===== src/rtl/ethernet_mmio_req_adapter.sv =====
// MMIO request/response front end for ethernet_controller: one request in flight,
// converts valid/ready requests into single-cycle controller strobes and returns a registered response.
module ethernet_mmio_req_adapter #(
    parameter  int unsigned data_width_p  = 32,
    parameter  int unsigned addr_width_p  = 14,
    localparam int unsigned lg_bytes_lp   = $clog2(data_width_p / 8),
    localparam int unsigned safe_lg_lp    = (lg_bytes_lp == 0) ? 1 : lg_bytes_lp,
    localparam int unsigned size_width_lp = $clog2(safe_lg_lp + 1)
) (
    input  logic                     clk_i,
    input  logic                     reset_n_i,

    input  logic                     req_v_i,
    output logic                     req_ready_o,
    input  logic                     req_write_i,
    input  logic [addr_width_p-1:0]  req_addr_i,
    input  logic [size_width_lp-1:0] req_size_i,
    input  logic [data_width_p-1:0]  req_data_i,

    output logic                     resp_v_o,
    input  logic                     resp_yumi_i,
    output logic                     resp_write_o,
    output logic                     resp_error_o,
    output logic [data_width_p-1:0]  resp_data_o,

    output logic [addr_width_p-1:0]  addr_o,
    output logic                     write_en_o,
    output logic                     read_en_o,
    output logic [size_width_lp-1:0] op_size_o,
    output logic [data_width_p-1:0]  write_data_o,
    input  logic [data_width_p-1:0]  read_data_i
);

    localparam logic [1:0] IDLE    = 2'd0;
    localparam logic [1:0] ACCESS  = 2'd1;
    localparam logic [1:0] CAPTURE = 2'd2;
    localparam logic [1:0] RESP    = 2'd3;

    logic [1:0]               state_q,      state_d;
    logic                     ready_q,      ready_d;
    logic                     write_q,      write_d;
    logic [addr_width_p-1:0]  addr_q,       addr_d;
    logic [size_width_lp-1:0] size_q,       size_d;
    logic [data_width_p-1:0]  data_q,       data_d;
    logic                     resp_v_q,     resp_v_d;
    logic                     resp_write_q, resp_write_d;
    logic                     resp_error_q, resp_error_d;
    logic [data_width_p-1:0]  resp_data_q,  resp_data_d;

    logic                     accept;
    logic                     req_err;
    logic [addr_width_p-1:0]  align_mask;

    // Keeps the low (8 << size) bits; shifts of a full word or more yield an all-ones mask.
    function automatic logic [data_width_p-1:0] size_mask(input logic [size_width_lp-1:0] size);
        return ~({data_width_p{1'b1}} << (32'd8 << size));
    endfunction

    assign accept     = req_v_i & ready_q;
    assign align_mask = ~({addr_width_p{1'b1}} << req_size_i);
    assign req_err    = (32'(req_size_i) > lg_bytes_lp) || ((req_addr_i & align_mask) != '0);

    always_comb begin
        state_d      = state_q;
        write_d      = write_q;
        addr_d       = addr_q;
        size_d       = size_q;
        data_d       = data_q;
        resp_v_d     = resp_v_q;
        resp_write_d = resp_write_q;
        resp_error_d = resp_error_q;
        resp_data_d  = resp_data_q;

        case (state_q)
            IDLE: begin
                if (accept) begin
                    write_d = req_write_i;
                    addr_d  = req_addr_i;
                    size_d  = req_size_i;
                    data_d  = req_data_i & size_mask(req_size_i);
                    if (req_err) begin
                        // Rejected locally: answer immediately, controller never sees it.
                        state_d      = RESP;
                        resp_v_d     = 1'b1;
                        resp_write_d = req_write_i;
                        resp_error_d = 1'b1;
                        resp_data_d  = '0;
                    end else begin
                        state_d = ACCESS;
                    end
                end
            end
            ACCESS: begin
                if (write_q) begin
                    state_d      = RESP;
                    resp_v_d     = 1'b1;
                    resp_write_d = 1'b1;
                    resp_error_d = 1'b0;
                    resp_data_d  = '0;
                end else begin
                    state_d = CAPTURE;
                end
            end
            CAPTURE: begin
                state_d      = RESP;
                resp_v_d     = 1'b1;
                resp_write_d = 1'b0;
                resp_error_d = 1'b0;
                resp_data_d  = read_data_i & size_mask(size_q);
            end
            RESP: begin
                if (resp_yumi_i) begin
                    state_d      = IDLE;
                    resp_v_d     = 1'b0;
                    resp_write_d = 1'b0;
                    resp_error_d = 1'b0;
                    resp_data_d  = '0;
                end
            end
            default: state_d = IDLE;
        endcase

        ready_d = (state_d == IDLE);
    end

    always_ff @(posedge clk_i or negedge reset_n_i) begin
        if (!reset_n_i) begin
            state_q      <= IDLE;
            ready_q      <= 1'b0;
            write_q      <= 1'b0;
            addr_q       <= '0;
            size_q       <= '0;
            data_q       <= '0;
            resp_v_q     <= 1'b0;
            resp_write_q <= 1'b0;
            resp_error_q <= 1'b0;
            resp_data_q  <= '0;
        end else begin
            state_q      <= state_d;
            ready_q      <= ready_d;
            write_q      <= write_d;
            addr_q       <= addr_d;
            size_q       <= size_d;
            data_q       <= data_d;
            resp_v_q     <= resp_v_d;
            resp_write_q <= resp_write_d;
            resp_error_q <= resp_error_d;
            resp_data_q  <= resp_data_d;
        end
    end

    // Strobes decode from the state register so an async reset drops them at once.
    assign write_en_o   = (state_q == ACCESS) &  write_q;
    assign read_en_o    = (state_q == ACCESS) & ~write_q;

    assign req_ready_o  = ready_q;
    assign addr_o       = addr_q;
    assign op_size_o    = size_q;
    assign write_data_o = data_q;
    assign resp_v_o     = resp_v_q;
    assign resp_write_o = resp_write_q;
    assign resp_error_o = resp_error_q;
    assign resp_data_o  = resp_data_q;

endmodule


===== config.mk =====
export PLATFORM = sky130hd
export DESIGN_NAME = ethernet_mmio_req_adapter
export DESIGN_NICKNAME = d
export VERILOG_FILES = /design/src/rtl/ethernet_mmio_req_adapter.sv
export SDC_FILE = /design/constraint.sdc
export NUM_CORES = 1
export LEC_CHECK = 0
export CAP_MARGIN = 20
export CORE_MARGIN = 4
export CORE_UTILIZATION = 41
export CTS_CLUSTER_DIAMETER = 150
export DETAILED_ROUTE_END_ITERATION = 10
export PLACE_DENSITY = 0.81
export SKIP_LAST_GASP = 1
export SLEW_MARGIN = 20
export SYNTH_ARGS = -nofsm -noshare
export SYNTH_HDL_FRONTEND = slang
export SYNTH_SLANG_ARGS = --single-unit

===== constraint.sdc =====
create_clock -name clk_i -period 2.1 [get_ports clk_i]
set_input_delay 0.525 -clock clk_i [delete_from_list [all_inputs] [get_ports clk_i]]
set_output_delay 0.525 -clock clk_i [all_outputs]
set_load 0.02 [all_outputs]

==> After elaboration in Yosys (flattened, before gate mapping) <==
Cells that the tools add are included.
{ "op_classes": {"eq_ne": 7, "bitwise": 10, "shifts": 5, "n_mul": 0, "magnitude_cmp": 1, "n_mux": 20, "n_reduce_logical": 6, "div_mod_pow": 0, "n_addsub": 0} }
{ "op_table": {"columns": ["op", "n"], "rows": [
  ["$mux W32", 4],
  ["$pmux W32 S4", 1],
  ["$and A32 B32 Y32", 2],
  ["$not A32 Y32", 2],
  ["$shl A32 B32 Y32 const A", 2],
  ["$shl A4 B2 Y32 const A", 2],
  ["$and A14 B14 Y14", 1],
  ["$not A14 Y14", 1],
  ["$reduce_bool A14 Y1", 1],
  ["$shl A14 B2 Y14 const A", 1],
  ["$pmux W1 S4", 3],
  ["$mux W1", 8],
  ["$ne A2 B2 Y1 const B", 4],
  ["$pmux W2 S4", 1],
  ["$mux W2", 3],
  ["$eq A2 B2 Y1 const B", 2],
  ["$logic_not A2 Y1", 2],
  ["$reduce_and A4 Y1", 1],
  ["$and A1 B1 Y1", 3],
  ["$eq A2 B1 Y1 const B", 1],
  ["$gt A2 B2 Y1 const B", 1],
  ["$reduce_and A2 Y1", 1],
  ["$logic_or A1 B1 Y1", 1],
  ["$not A1 Y1", 1]
]} }
{ "totals": {"ram_bits": 0, "out_inout_bits": 86, "register_bits": 87, "n_memories": 0, "latchBits": 0, "rom_bits": 0} }

==> Logic depth before layout (Yosys ltp) <==
Gate-level depths: netlist (run 1).
{ "logic_depth": {"depth_word": 9, "depth_mapped": 7, "depth_no_buf": 3} }

==> Least setup slack after synthesis (run 1) <==
No wires, ideal clock.
{ "synth_timing": {"kind": "reg2out", "startpoint": "reg state_q[0]", "endpoint": "out read_en_o", "path_slack_ns": 0.053, "arrival_time_ns": 1.522, "required_time_ns": 1.575, "path_stages_with_launch": 4, "cell_sequence": "dfrtp_1 -> clkbuf_1 -> clkbuf_1 -> nor3b_1"} }
{ "synth_between": {"elab_chain_cells": 2} }
{ "synth_lines": {"columns": ["element", "line", "text"], "rows": [
  ["start: declaration", "39", "logic [1:0] state_q, state_d;"],
  ["start signal: assignment", "139", "state_q <= state_d;"],
  ["$eq A2 B1 Y1", "154", "assign read_en_o = (state_q == ACCESS) & ~write_q;"],
  ["$and A1 B1 Y1", "154", null],
  ["end: declaration", "28", "output logic read_en_o,"]
]} }
No other way between the ends.

==> Final worst setup path (run 1) <==
{ "layout_timing": {"startpoint": "reg state_q[1]", "endpoint": "out read_en_o"} }
Same word-level chain as after synthesis.

==> metrics.txt, run 1 <==
# TYPE chip_impl_metric gauge
chip_impl_metric{name="synth-edff-count",unit=""} 0
chip_impl_info{name="dominant_combinational_cell_family_by_area_after_synthesis",value="compound AO/OA/AOI/OAI gates"} 1
chip_impl_metric{name="num-nets-final",unit=""} 557
chip_impl_info{name="rsz0062_at_grt",value="no"} 1
chip_impl_metric{name="setup_violations",unit=""} 0
chip_impl_metric{name="via_per_inst",unit=""} 5.048
chip_impl_metric{name="initial_utilization",unit=""} 0.4236
chip_impl_metric{name="timing.final.crit_share",unit=""} 0.9427
chip_impl_metric{name="drc",unit=""} 0
chip_impl_metric{name="grt_max_degree",unit=""} 88
chip_impl_metric{name="netlist_area",unit="sq um"} 3516
chip_impl_metric{name="y_dimension_of_the_die",unit="um"} 100.6
chip_impl_info{name="min_path_type",value="in -> async"} 1
chip_impl_metric{name="synth_mux_area_frac",unit=""} 0.08292
chip_impl_metric{name="num_io_pins",unit=""} 171
chip_impl_metric{name="dr_wl_met3",unit="um"} 816
chip_impl_metric{name="path_max_fanout",unit=""} 8
chip_impl_metric{name="cp_data_required_time",unit="ns"} 1.57
chip_impl_metric{name="synth-compound-area-share",unit=""} 0.1690
chip_impl_info{name="status",value="finished, final reports clean"} 1
chip_impl_metric{name="netlist-cell-type-count",unit=""} 40
chip_impl_info{name="timing.critical_path.to_type",value="primary output"} 1
chip_impl_metric{name="synthAdderAreaFrac",unit=""} 0
chip_impl_metric{name="dieWidth",unit="um"} 100.6
chip_impl_metric{name="diodes",unit=""} 0
chip_impl_metric{name="drt_iter0_markers",unit=""} 95
chip_impl_metric{name="post-dp-hpwl",unit="um"} 7104
chip_impl_metric{name="routed_wirelength",unit="um"} 9451
chip_impl_metric{name="max-cap-violations",unit=""} 0
chip_impl_info{name="setup.worst_path.start_class",value="flip-flop"} 1
chip_impl_metric{name="final_util",unit=""} 0.6786
chip_impl_info{name="crit_start",value="state_q[1]$_DFF_PN0_"} 1
chip_impl_metric{name="yosys.area_share.simple",unit=""} 0.09502
chip_impl_metric{name="global_route.usage.total",unit=""} 0.1868
chip_impl_metric{name="syn_to_final_growth",unit="%"} 60.18
chip_impl_metric{name="final.hold.worst_slack",unit="ns"} 0.2130
chip_impl_info{name="predominant_post_synthesis_flop_cell",value="sky130_fd_sc_hd__dfrtp_1"} 1
chip_impl_info{name="launch_point_of_the_worst_reg_to_reg_path",value="state_q[1]$_DFF_PN0_"} 1
chip_impl_metric{name="latest_clock_arrival_within_the_worst_skew_pair",unit="ns"} 0.34
chip_impl_metric{name="drtPass1Iterations",unit=""} 4
chip_impl_info{name="top_layer_used",value="met4"} 1
chip_impl_metric{name="finalWeightedCongestion",unit=""} 0.7985
chip_impl_metric{name="seq_area_frac_synth",unit=""} 0.6192
chip_impl_metric{name="cts_buffer_count",unit=""} 9
chip_impl_metric{name="floorplan.rows",unit=""} 33
chip_impl_metric{name="synthesis.area_per_instance",unit="sq um"} 12.00
chip_impl_metric{name="die-area",unit="sq um"} 10120
chip_impl_metric{name="finClkSkew",unit="ns"} 0.01045
chip_impl_metric{name="post-place-ws",unit="ns"} -0.1145
chip_impl_metric{name="cts.clk_slew.worst_paths",unit="ns"} 0.08
chip_impl_metric{name="detailroute.wirelength.met2",unit="um"} 4647
chip_impl_metric{name="powerDensity",unit="nW/um^2"} 1471
chip_impl_metric{name="report.final.slew_viol_count",unit=""} 0
chip_impl_info{name="crit_type",value="reg -> out"} 1
chip_impl_metric{name="setup-tns-final",unit="ns"} 0
chip_impl_metric{name="synth-seq-cells",unit=""} 87
chip_impl_metric{name="period_needed",unit="ns"} 1.980
chip_impl_metric{name="post_drt_wl_per_cell",unit="um"} 16.24
chip_impl_metric{name="least_margin_pin_slew",unit="ns"} 0.4436
chip_impl_info{name="leading_cell_types_in_the_layout_fill_and_taps_excluded",value="166 x sky130_fd_sc_hd__clkdlybuf4s50_1, 87 x sky130_fd_sc_hd__dfrtp_1, 61 x sky130_fd_sc_hd__nand2_1"} 1
chip_impl_metric{name="instances_no_fill",unit=""} 582
chip_impl_metric{name="placeableCoreArea",unit="sq um"} 8299
chip_impl_metric{name="dr_total_vias",unit=""} 2938
chip_impl_metric{name="worst_ir_drop_vdd",unit="mV"} 0.6874
chip_impl_metric{name="reg2reg_depth",unit=""} 5
chip_impl_metric{name="max_freq",unit="GHz"} 0.5051
chip_impl_metric{name="yosys.area_share.xor_xnor",unit=""} 0
chip_impl_metric{name="dp_cells",unit=""} 566
chip_impl_metric{name="post-route-worst-setup-slack",unit="ns"} 0.1202
chip_impl_metric{name="postSynthNetCount",unit=""} 378
chip_impl_metric{name="grt_pass1_vias",unit=""} 3019
chip_impl_metric{name="hold_viol",unit=""} 0
chip_impl_info{name="ctsRootBufferMaster",value="sky130_fd_sc_hd__clkbuf_8"} 1
chip_impl_info{name="layout_commonest_cell",value="sky130_fd_sc_hd__clkdlybuf4s50_1"} 1
chip_impl_metric{name="p_leak",unit="nW"} 2.465
chip_impl_metric{name="cts-root-to-sink-buffers",unit=""} 2
chip_impl_metric{name="ctsHoldBuffers",unit=""} 0
chip_impl_metric{name="post_route_antenna_net_violation_count",unit=""} 0
chip_impl_info{name="tritoncts",value="yes"} 1
chip_impl_metric{name="detail_route.wirelength.met1",unit="um"} 3823
chip_impl_metric{name="drive_gt1_frac",unit=""} 0.1447
chip_impl_metric{name="globalRouteOverflowTotal",unit=""} 0
chip_impl_metric{name="grt_first_pass_wirelength",unit="um"} 14910
chip_impl_metric{name="antenna_found_initial",unit=""} 0
chip_impl_metric{name="postSynthCellCount",unit=""} 293
chip_impl_metric{name="timing.critical_path.arrival",unit="ns"} 1.45
chip_impl_metric{name="slew_headroom",unit=""} 0.7043
chip_impl_metric{name="postSynth.asyncResetShare",unit=""} 1.000
chip_impl_metric{name="clkSinkCount",unit=""} 87
chip_impl_metric{name="numPortBuffers",unit=""} 170
chip_impl_metric{name="synthesis.yosys.warnings",unit=""} 0
chip_impl_metric{name="cts-htree-levels",unit=""} 3
## path summary, 6_finish.rpt
| kind | end | slack, ns |
|---|---|---|
| worst max register to register | resp_data_o[29]$_DFFE_PN0P_ | 0.35 |
| worst min-delay path | resp_data_o[11]$_DFFE_PN0P_ | 0.21 |
| max in group asynchronous | write_data_o[15]$_DFFE_PN0P_ | 1.55 |
| worst min register to register | write_data_o[16]$_DFFE_PN0P_ | 0.49 |
| worst max-delay path | read_en_o | 0.12 |
| min in group clk_i | write_data_o[16]$_DFFE_PN0P_ | 0.49 |
## worst max-delay path, stage by stage, from the launching register on
cell	delay, ns
sky130_fd_sc_hd__dfrtp_1	0.48
sky130_fd_sc_hd__nor3b_1	0.25
sky130_fd_sc_hd__dlygate4sd2_1	0.38
## per-stage QoR
stage	power, mW	instance area [sq um]
global placement	7.068	5431
global route	8.787	5632
finish	8.283	5632
floorplan	5.016	3516
CTS	8.381	5629
detailed placement	7.208	5431
## final cells by class
type | instances | area [sq um]
multi-input combinational | 184 | 1236
tap | 105 | 131.4
clock inverter | 4 | 55.05
clock buffer | 12 | 145.1
sequential | 87 | 2177
fill | 654 | 2668
timing repair buffer | 190 | 1887
## cell usage after synthesis, types with 2 or more instances
cell,count,area share
sky130_fd_sc_hd__buf_6,3,0.0096
sky130_fd_sc_hd__buf_1,3,0.0032
sky130_fd_sc_hd__a32oi_1,6,0.015
sky130_fd_sc_hd__buf_2,4,0.0057
sky130_fd_sc_hd__a21oi_1,2,0.0028
sky130_fd_sc_hd__o21ba_2,3,0.0085
sky130_fd_sc_hd__dfrtp_1,87,0.62
sky130_fd_sc_hd__a22o_1,22,0.055
sky130_fd_sc_hd__nor3_1,2,0.0028
sky130_fd_sc_hd__a22o_2,2,0.0057
sky130_fd_sc_hd__nor2_1,2,0.0021
sky130_fd_sc_hd__o211ai_1,4,0.0085
sky130_fd_sc_hd__nand3_1,3,0.0043
sky130_fd_sc_hd__mux2_2,25,0.080
sky130_fd_sc_hd__o21ai_0,31,0.044
sky130_fd_sc_hd__clkbuf_1,9,0.0096
sky130_fd_sc_hd__nor2b_1,2,0.0036
sky130_fd_sc_hd__nand2_1,61,0.065
## layer usage
layer | global-route usage | vias to the layer above
met5 | 0 | -
met4 | 0.06425 | 0
met2 | 0.3084 | 123
met3 | 0.05813 | 15
li1 | - | 1398
met1 | 0.2322 | 1402
## power by group
part           total, mW  internal (mW)  leakage, nW  switching (mW)
logic               4.20           2.14         1.25            2.06
registers           2.92           2.45         1.12           0.477
clock network       1.16          0.588       0.0968           0.571
total               8.28           5.17         2.46            3.11
## state kept, by name (all words and copies together) (netlist names)
name,cells
resp_data_o,32
resp_write_o,1
write_data_o,32
req_ready_o,1
op_size_o,2
resp_v_o,1
addr_o,14
state_q,2
write_q,1
resp_error_o,1
## kinds of logic (layout without fill, tap and decap cells)
group | count (synthesis) | count (layout)
muxes | 26 | 26
buffers and inverters | 22 | 206
and+or+nand+nor | 78 | 78
DFF | 87 | 87
AOI/OAI and AO/OA | 80 | 80
## what timing repair did
item	in CTS	in global routing
resized for setup	2	1
setup endpoints to repair	2	1
setup buffers	0	0
gates cloned	0	0
Power figures use the tool's default switching activity.
==> run 2, diff against run 1 <==
- CAP_MARGIN: 20 -> 0
==> results of run 2 <==
The final DEF is identical to that of run 1; final timing and power are the same.
